==> src/rtl/vm_pkg.sv <==
// ============================================================
// vm_pkg : shared constants and types for the vending front end
// Rev 1.0
// ============================================================
`default_nettype none

package vm_pkg;

  localparam int TOTAL_W = 10;

  localparam logic [1:0] COIN_1  = 2'b00;
  localparam logic [1:0] COIN_2  = 2'b01;
  localparam logic [1:0] COIN_5  = 2'b10;
  localparam logic [1:0] COIN_10 = 2'b11;

  localparam logic [1:0] OPT_TEA    = 2'd1;
  localparam logic [1:0] OPT_COFFEE = 2'd2;

  localparam logic [TOTAL_W-1:0] PRICE_TEA    = 10'd5;
  localparam logic [TOTAL_W-1:0] PRICE_COFFEE = 10'd10;

  typedef enum logic [1:0] {
    IDLE    = 2'd0,
    COLLECT = 2'd1,
    PRESENT = 2'd2,
    CLEAR   = 2'd3
  } state_t;

  function automatic logic [TOTAL_W-1:0] coin_value(input logic [1:0] code);
    case (code)
      COIN_1:  coin_value = 10'd1;
      COIN_2:  coin_value = 10'd2;
      COIN_5:  coin_value = 10'd5;
      default: coin_value = 10'd10;
    endcase
  endfunction

endpackage

`default_nettype wire

==> src/rtl/sat_counter5.sv <==
// ============================================================
// sat_counter5 : 5-bit up counter that sticks at 31, sync clear
// Rev 1.0
// ============================================================
`default_nettype none

module sat_counter5 (
  input  logic       clk,
  input  logic       rst_n,
  input  logic       inc,
  input  logic       clr,
  output logic [4:0] count,
  output logic       sat
);

  assign sat = (count == 5'd31);

  always_ff @(posedge clk or negedge rst_n) begin
    if (!rst_n) begin
      count <= 5'd0;
    end else if (clr) begin
      count <= 5'd0;
    end else if (inc && !sat) begin
      count <= count + 5'd1;
    end
  end

endmodule

`default_nettype wire

==> src/rtl/coin_collector.sv <==
// ============================================================
// coin_collector : coin/selection intake, presents paid orders, refunds aborts
// Rev 1.0
// ============================================================
`default_nettype none

module coin_collector
  import vm_pkg::*;
#(
  parameter int TIMEOUT_CYCLES = 1000
) (
  input  logic               clk,
  input  logic               rst_n,
  input  logic               coin_valid,
  input  logic [1:0]         coin_type,
  input  logic               sel_valid,
  input  logic [1:0]         sel_option,
  input  logic               cancel,
  output logic [4:0]         coin1,
  output logic [4:0]         coin2,
  output logic [4:0]         coin5,
  output logic [4:0]         coin10,
  output logic [1:0]         option,
  output logic               enable,
  output logic [TOTAL_W-1:0] total,
  output logic               coin_reject,
  output logic               sel_error,
  output logic               refund_valid,
  output logic [TOTAL_W-1:0] refund_amount
);

  localparam int TW = $clog2(TIMEOUT_CYCLES);

  state_t             state, state_next;
  logic [TW-1:0]      timer;
  logic [3:0][4:0]    cnt;
  logic [3:0]         sat, inc;
  logic               in_idle, in_collect, timeout_hit, abort, window;
  logic               coin_ok, sel_is_valid, sel_ok, sel_bad, price_met;
  logic [TOTAL_W-1:0] price;

  assign in_idle      = (state == IDLE);
  assign in_collect   = (state == COLLECT);
  assign timeout_hit  = in_collect && (timer == TW'(TIMEOUT_CYCLES - 1));
  // Cancel/timeout win over everything else arriving in the same cycle
  assign abort        = in_collect && (cancel || timeout_hit);
  assign window       = in_idle || (in_collect && !abort);
  assign coin_ok      = coin_valid && window && !sat[coin_type];
  assign sel_is_valid = (sel_option == OPT_TEA) || (sel_option == OPT_COFFEE);
  assign sel_ok       = sel_valid && window && sel_is_valid;
  assign sel_bad      = sel_valid && (in_idle || in_collect) && !sel_is_valid;
  assign inc          = coin_ok ? (4'b0001 << coin_type) : 4'b0000;
  assign price        = (option == OPT_TEA) ? PRICE_TEA : PRICE_COFFEE;
  assign price_met    = (option != 2'd0) && (total >= price);

  for (genvar i = 0; i < 4; i++) begin : g_cnt
    sat_counter5 u_cnt (
      .clk   (clk),
      .rst_n (rst_n),
      .inc   (inc[i]),
      .clr   (state == CLEAR),
      .count (cnt[i]),
      .sat   (sat[i])
    );
  end

  assign coin1  = cnt[0];
  assign coin2  = cnt[1];
  assign coin5  = cnt[2];
  assign coin10 = cnt[3];

  always_ff @(posedge clk or negedge rst_n) begin
    if (!rst_n) state <= IDLE;
    else        state <= state_next;
  end

  always_comb begin
    state_next = state;
    case (state)
      IDLE:    if (coin_ok || sel_ok) state_next = COLLECT;
      COLLECT: begin
        if (abort)          state_next = CLEAR;
        else if (price_met) state_next = PRESENT;
      end
      PRESENT: state_next = CLEAR;
      CLEAR:   state_next = IDLE;
      default: state_next = IDLE;
    endcase
  end

  always_ff @(posedge clk or negedge rst_n) begin
    if (!rst_n) begin
      option        <= 2'd0;
      total         <= '0;
      enable        <= 1'b0;
      coin_reject   <= 1'b0;
      sel_error     <= 1'b0;
      refund_valid  <= 1'b0;
      refund_amount <= '0;
      timer         <= '0;
    end else begin
      if (state == CLEAR) begin
        option <= 2'd0;
        total  <= '0;
      end else begin
        if (sel_ok)  option <= sel_option;
        if (coin_ok) total  <= total + coin_value(coin_type);
      end
      enable       <= (state_next == PRESENT);
      coin_reject  <= coin_valid && !coin_ok;
      sel_error    <= sel_bad;
      refund_valid <= abort;
      if (abort) refund_amount <= total;
      // Idle timer only advances across quiet cycles spent in COLLECT
      if (!in_collect || (state_next != COLLECT) || coin_ok || sel_ok)
        timer <= '0;
      else
        timer <= timer + TW'(1);
    end
  end

endmodule

`default_nettype wire

==> config.mk <==
export PLATFORM = sky130hd
export DESIGN_NAME = coin_collector
export DESIGN_NICKNAME = d
export VERILOG_FILES = /design/src/rtl/vm_pkg.sv /design/src/rtl/sat_counter5.sv /design/src/rtl/coin_collector.sv
export SDC_FILE = /design/constraint.sdc
export NUM_CORES = 1
export LEC_CHECK = 0
export ABC_AREA = 1
export BUFFER_PORTS_ARGS = -buffer_cell sky130_fd_sc_hd__buf_2
export CAP_MARGIN = 10
export CORE_MARGIN = 1.5
export CORE_UTILIZATION = 38
export CTS_CLUSTER_SIZE = 40
export DETAILED_ROUTE_END_ITERATION = 12
export PLACE_DENSITY = 0.61
export SYNTH_ARGS = -nofsm -noshare
export SYNTH_HDL_FRONTEND = slang
export SYNTH_SLANG_ARGS = --single-unit
==> constraint.sdc <==
create_clock -name clk -period 2.8 [get_ports clk]
set_clock_uncertainty 0.2 [all_clocks]
set_input_delay 0.7 -clock clk [delete_from_list [all_inputs] [get_ports clk]]
set_output_delay 0.7 -clock clk [all_outputs]
set_load 0.02 [all_outputs]
==> summary.txt, run 1 <==
Outcome
  – Status: completed

STA
  – Worst-Margin Slew: 0.599 ns
  – Period Utilization, post-route: 87.8%
  – Finish-stage setup viols: 0
  – RSZ-0062 raised after global routing: no
  – Slew HR: 59.8%
  – Fin Setup TNS: 0 ns
  – Min Tclk post-route: 2.46 ns
  – Final hold vios: 0
  – Count of final max-slew check failures: 0
  – Upper clock frequency limit: 0.407 GHz

Layout
  – Antenna cells: 0
  – Fillers: 823
  – Register Area: 1450 sq um
  – Syn-to-layout area delta: 18.1%
  – NumNets Final: 495
  – Multi-input gate area: 1610 sq um
  – Share of cells above drive strength 1: 17.3%

GRT
  – Vias in the first global route: 2,650
  – Tot GR Track Use: 17.7%
  – GR peak layer: met2
  – M3 GR Usage: 4.15%
  – Initial antenna violation count: 0
  – First-pass GRT wire length: 12,300 um
  – Largest net degree at the start of global routing: 35
  – Met1 Use GR: 23.8%
  – Grt total ovfl: 0
  – GR Layer Usage met2: 26.8%

Route
  – Initial DRC count: 119
  – Via count: 2,825
  – Wirelength, routed: 7180 um
  – Initial DRT Pass Iterations: 4
  – DRC: 0
  – Detail Route Antenna Nets: 0
  – Routed WL per cell: 12.4 um
  – Vias per cell: 4.87

Yosys
  – Post-synthesis mux area share: 0%
  – Adder-cell area share of the yosys netlist: 6.40%
  – Syn_nets: 435
  – Top-count cell post-synth: nand2_1
  – Syn avg cell area: 7.91 sq um
  – Number of synthesized flops with an enable pin: 0
  – Xor-xnor portion of the synthesized cell area: 4.86%
  – Syn Inst Count: 410
  – Simple-gate share of the synthesized area: 33.5%
  – Top-area cell type share of the netlist area: 44.8%
  – Complex-gate fraction of the synthesized area: 4.90%
  – Synth cell types: 31
  – Combinational family with the most area after synthesis: simple AND/OR/NAND/NOR gates
  – Top cell type by total area after synthesis: dfrtp_1
  – Main synth FF type: dfrtp_1
  – Asr flop ratio synth: 100%
  – Top cells by count, synth: nand2_1, dfrtp_1, nor2_1, nand3_1, inv_1
  – Synth area leaders: dfrtp_1, nand2_1, nand3_1
  – FF+latch count, synth: 58
  – Syn Std Cell Area: 3240 sq um
  – Post-synthesis sequential area ratio: 44.8%
  – Yosys warning count: 0

Run
  – Max-cap violation count: 0

Clock network
  – H-tree depth: 3
  – CTS root buf: clkbuf_8
  – CTS Buffer Depth: 2
  – CTS tree: yes
  – Clk slew on worst S/H paths: 0.07 ns
  – # Post-CTS Setup Buffers: 0
  – CTS Hold Bufs: 0
  – Sink Count: 58
  – Post-CTS Resized: 0
  – Clk_lat worst skew: 0.34 ns
  – Total CTS buffers: 9

Floorplan
  – Top-Level Pins: 55
  – Die ar.: 9100 sq um
  – Die H: 95.4 um
  – Starting Density: 39.3%
  – Core Box Area: 8260 sq um
  – Chip width: 95.4 um
  – Rows: 33

Worst setup path
  – Worst Setup Path Type: flop to flop
  – CP Data Arrival Time: 2.54 ns
  – Startpoint Class: flop
  – CP required: 2.88 ns
  – Worst Setup End Kind: flop
  – Crit path max fanout: 15

Min path
  – Hold WC Path Type: input port to asynchronous set/reset pin

Power and ir drop
  – Combinational share of power: 40.0%
  – Lkg Pwr: 2.07 nW
  – Switching power: 1.45 mW
  – Worst IR Drop VDD: 0.000361 V
  – Total internal power: 1.93 mW
  – Power, Total: 3.38 mW
  – Clk network pwr share: 23.3%
  – Sequential power share: 36.8%
  – Cell Pwr Density: 881 nW/um^2
  – Sw Ratio: 42.9%

Place
  – DP Wirelength: 5150 um
  – Routability cong.: 0.866
  – IO Port Bufs: 54
==> final timing paths <==
kind / from / endpoint / slack (ns) / depth (start not counted)
worst max-delay path: g_cnt[3].u_cnt.count[0] / g_cnt[3].u_cnt.count[3] / 0.34 / 10
worst min-delay path: rst_n / total[9] / 0.16 / 1
worst max register to register: g_cnt[3].u_cnt.count[0] / g_cnt[3].u_cnt.count[3] / 0.34 / 10
worst min register to register: refund_amount[2] / refund_amount[2] / 0.30 / 2
max in group asynchronous: rst_n / g_cnt[1].u_cnt.count[2] / 1.65 / 2
min in group clk: refund_amount[2] / refund_amount[2] / 0.30 / 2
==> layout by cell type, fill, tap and decap left out, types with 2 or more instances in the layout <==
master,synthesis,layout
and3_1,2,2
or2_2,2,2
nor2_1,52,52
nor3b_1,4,4
clkbuf_8,0,11
a21oi_1,11,11
nand3_1,51,51
ha_1,15,15
o21ai_0,16,16
nor2_2,2,2
nand2_2,3,3
nor2_4,2,2
xor2_1,12,12
inv_1,36,36
buf_2,1,54
nor3_1,2,2
dfrtp_1,58,58
xnor2_1,6,6
nand2_1,108,108
clkbuf_1,4,3
nand4_1,12,12
==> state kept, by name, summed over array words and instances (netlist names) <==
name,count
refund_amount,10
refund_valid,1
state,2
timer,10
sel_error,1
total,10
coin_reject,1
g_cnt.u_cnt.count,20
option,2
enable,1
==> worst max-delay path: stages, from the launching register on <==
cell and delay (ns):
dfrtp_1 0.42, ha_1 0.23, and3_1 0.18, ha_1 0.18
inv_1 0.04, o21ai_0 0.13, nor2_4 0.37, nand3_1 0.32
nand2_1 0.20, nand2_1 0.07, nand2_1 0.06
==> layer usage <==
layer  share of wire [%]  up-vias
met5                   0        -
met2                  44       65
met4                 1.5        0
met1                  48     1293
met3                 5.7       10
li1                    -     1457
==> stage by stage <==
stage          setup slack [ns]  cells  hold slack, ns  util (%)  instance area (sq um)
2_1_floorplan             0.544    410           0.204         -                   3240
3_3_place_gp              0.204    564           0.282      44.0                   3630
4_1_cts                   0.327    580           0.175      46.4                   3830
5_1_grt                   0.114    580           0.206      46.4                   3830
6_report                  0.343    580           0.162      46.4                   3830
3_5_place_dp              0.189    564           0.291      44.0                   3630
==> area by class of cell <==
| cell class | instances | area share, % |
|---|---|---|
| inverters | 38 | 3.72 |
| well taps | 105 | 3.43 |
| multi-input cells | 307 | 42.0 |
| clock buffers | 14 | 4.25 |
| flip-flops and latches | 58 | 37.9 |
| repair buffers | 56 | 7.77 |
| clock inverters | 2 | 0.914 |
==> power groups by stage <==
stage               Sequential, mW  Combinational [mW]  Clock [mW]
floorplan                     1.45               0.750           0
detailed placement            1.26                1.36           0
global route                  1.28                1.53       0.845
CTS                           1.24                1.37       0.813
global placement              1.25                1.35           0
finish                        1.24                1.35       0.786
==> kinds of logic (layout without fill, tap and decap cells) <==
kind of cell / after synthesis / count (layout)
adder cells (fa/ha/maj): 16 / 16
buffers and inverters: 45 / 110
XOR/XNOR: 18 / 18
AND/OR/NAND/NOR: 243 / 243
flip-flops: 58 / 58
AO/OA/AOI/OAI: 30 / 30
No activity file was read; power rests on OpenSTA's default activity.
==> inputs of run 2 (changes only) <==
==> constraint.sdc (replaced) <==
create_clock -name clk -period 2.8 [get_ports clk]
set_clock_uncertainty 0.2 [all_clocks]
set_input_delay 0.56 -clock clk [delete_from_list [all_inputs] [get_ports clk]]
set_output_delay 0.56 -clock clk [all_outputs]
set_load 0.02 [all_outputs]
==> run 2 against run 1 <==
Compared with the run above:
- register-to-register slack gained 0.14 ns
- critical path type unchanged
- die area is the same
- wire length grew 2.7%
- via count grew 0.99%
- critical endpoint unchanged
==> summary.txt, run 2 (synthesis gave the netlist of run 1 again) <==
Outcome
  – Status: completed (unchanged)

Layout
  – Final instance area: 3830 sq um (about the same)
  – Register Area: 1450 sq um (unchanged)
  – Fin cells: 582 (was 580)
  – Syn-to-layout area delta: 18.2% (was 18.1%)
  – Antenna cells: 0 (unchanged)
  – Share of cells above drive strength 1: 18.0% (was 17.3%)
  – Multi-input gate area: 1610 sq um (unchanged)
  – Commonest non-fill, non-tap cell in the layout: nand2_1 (unchanged)
  – Most frequent cells in the layout: nand2_1, dfrtp_1, buf_2 (unchanged)
  – NumNets Final: 498 (was 495)
  – Fin util: 46.4% (about the same)
  – Max FFs per register: 20 (unchanged)
  – Reg with most FFs: g_cnt.u_cnt.count (unchanged)
  – Fillers: 854 (was 823)

Route
  – Via count: 2,853 (was 2,825)
  – Vias per cell: 4.90 (was 4.87)
  – Initial DRT Pass Iterations: 4 (unchanged)
  – DRC: 0 (unchanged)
  – Initial DRC count: 97 (was 119)
  – Wirelength, routed: 7370 um (was 7180 um)
  – Routed WL per cell: 12.7 um (was 12.4 um)
  – Detail Route Antenna Nets: 0 (unchanged)

STA
  – Min Tclk post-route: 2.32 ns (was 2.46 ns)
  – Slew HR: 57.8% (was 59.8%)
  – Upper clock frequency limit: 0.432 GHz (was 0.407 GHz)
  – Period Utilization, post-route: 82.8% (was 87.8%)
  – Final hold vios: 0 (unchanged)
  – Count of final max-slew check failures: 0 (unchanged)
  – Fin Setup TNS: 0 ns (unchanged)
  – Finish-stage setup viols: 0 (unchanged)
  – Worst-Margin Slew: 0.629 ns (was 0.599 ns)
  – RSZ-0062 raised after global routing: no (unchanged)
  – Slack of the critical path: 0.483 ns (was 0.343 ns)

Power and ir drop
  – Cell Pwr Density: 871 nW/um^2 (was 881 nW/um^2)
  – Worst IR Drop VDD: 0.000376 V (was 0.000361 V)
  – Lkg Pwr: 2.08 nW (was 2.07 nW)

Worst setup path
  – Crit path max fanout: 12 (was 15)
  – CP Data Arrival Time: 2.39 ns (was 2.54 ns)
  – Worst Setup Path Type: flop to flop (unchanged)
  – Cells on worst reg2reg path: 10 (unchanged)
  – CP required: 2.87 ns (was 2.88 ns)
  – Worst Setup End Kind: flop (unchanged)
  – Startpoint Class: flop (unchanged)

Place
  – DP Worst Slack: 0.310 ns (was 0.189 ns)
  – Placed cell area: 3640 sq um (was 3630 sq um)
  – IO Port Bufs: 54 (unchanged)
  – Routability cong.: 0.813 (was 0.866)
  – DP Wirelength: 5460 um (was 5150 um)
  – Placed Cells: 566 (was 564)

Floorplan
  – Top-Level Pins: 55 (unchanged)
  – Rows: 33 (unchanged)
  – Starting Density: 39.3% (unchanged)
  – Core Box Area: 8260 sq um (unchanged)
  – Die H: 95.4 um (unchanged)
  – Die ar.: 9100 sq um (unchanged)
  – Chip width: 95.4 um (unchanged)

Clock network
  – Clk slew on worst S/H paths: 0.07 ns (about the same)
  – CTS root buf: clkbuf_8 (unchanged)
  – CTS tree: yes (unchanged)
  – Sink Count: 58 (unchanged)
  – Total CTS buffers: 9 (unchanged)
  – Post-CTS Resized: 0 (unchanged)
  – H-tree depth: 3 (unchanged)
  – Clk_lat worst skew: 0.34 ns (about the same)
  – CTS Buffer Depth: 2 (unchanged)

GRT
  – Largest net degree at the start of global routing: 35 (unchanged)
  – Vias in the first global route: 2,767 (was 2,650)
  – First-pass GRT wire length: 12,700 um (was 12,300 um)
  – Initial antenna violation count: 0 (unchanged)
  – Tot GR Track Use: 18.0% (was 17.7%)
  – Grt total ovfl: 0 (unchanged)

Min path
  – Hold WC Path Type: input port to flop (was input port to asynchronous set/reset pin)
  – Hold path cells: 2

Run
  – Max-cap violation count: 0 (unchanged)
==> run 2: per-stage QoR <==
stage	total power [mW]	hold slack (ns)
global route	3.62	0.249
detailed placement	2.64	0.294
global placement	2.60	0.279
finish	3.34	0.245
CTS	3.38	0.234
floorplan	2.20	0.0644
==> run 2: routing by layer <==
layer / global-route usage [%] / share of wire (%) / vias up
li1: - / - / 1464
met4: 4.78 / 0.99 / 0
met1: 23.1 / 47 / 1331
met2: 29.8 / 47 / 53
met3: 5.18 / 4.7 / 5
met5: 0 / 0 / -
==> run 2: cell type report <==
cell class / instances / area share (%)
multi-input combinational: 307 / 42.0
sequential: 58 / 37.8
clock inverter: 2 / 0.261
inverter: 38 / 3.72
tap: 105 / 3.43
clock buffer: 13 / 4.67
timing repair buffer: 59 / 8.09
==> run 2: timing repair <==
action,CTS,global route
hold endpoints to repair,20,0
setup buffers,0,0
hold buffers,1,0
==> run 2: worst paths after layout <==
check,slack (ns),end,startpoint
worst max-delay path,0.48,g_cnt[3].u_cnt.count[3],g_cnt[3].u_cnt.count[0]
worst min-delay path,0.24,option[1],sel_option[0]
worst max register to register,0.48,g_cnt[3].u_cnt.count[3],g_cnt[3].u_cnt.count[0]
worst min register to register,0.30,refund_amount[2],refund_amount[2]
max in group asynchronous,1.22,g_cnt[2].u_cnt.count[2],rst_n
min in group asynchronous,0.52,timer[3],rst_n
==> run 2: power by group <==
group / leakage (nW) / internal, mW / switching, mW / total [mW]
logic: 1.21 / 0.423 / 0.937 / 1.36
clock network: 0.101 / 0.410 / 0.321 / 0.731
registers: 0.773 / 1.05 / 0.203 / 1.25
==> run 2: critical path: stages, from the launching register on <==
cell and delay (ns):
dfrtp_1 0.42, ha_1 0.23, and3_1 0.18, ha_1 0.17, inv_1 0.04, o21ai_0 0.13, nor2_4 0.30, nand3_1 0.28
nand2_1 0.18, nand2_1 0.06, nand2_1 0.05
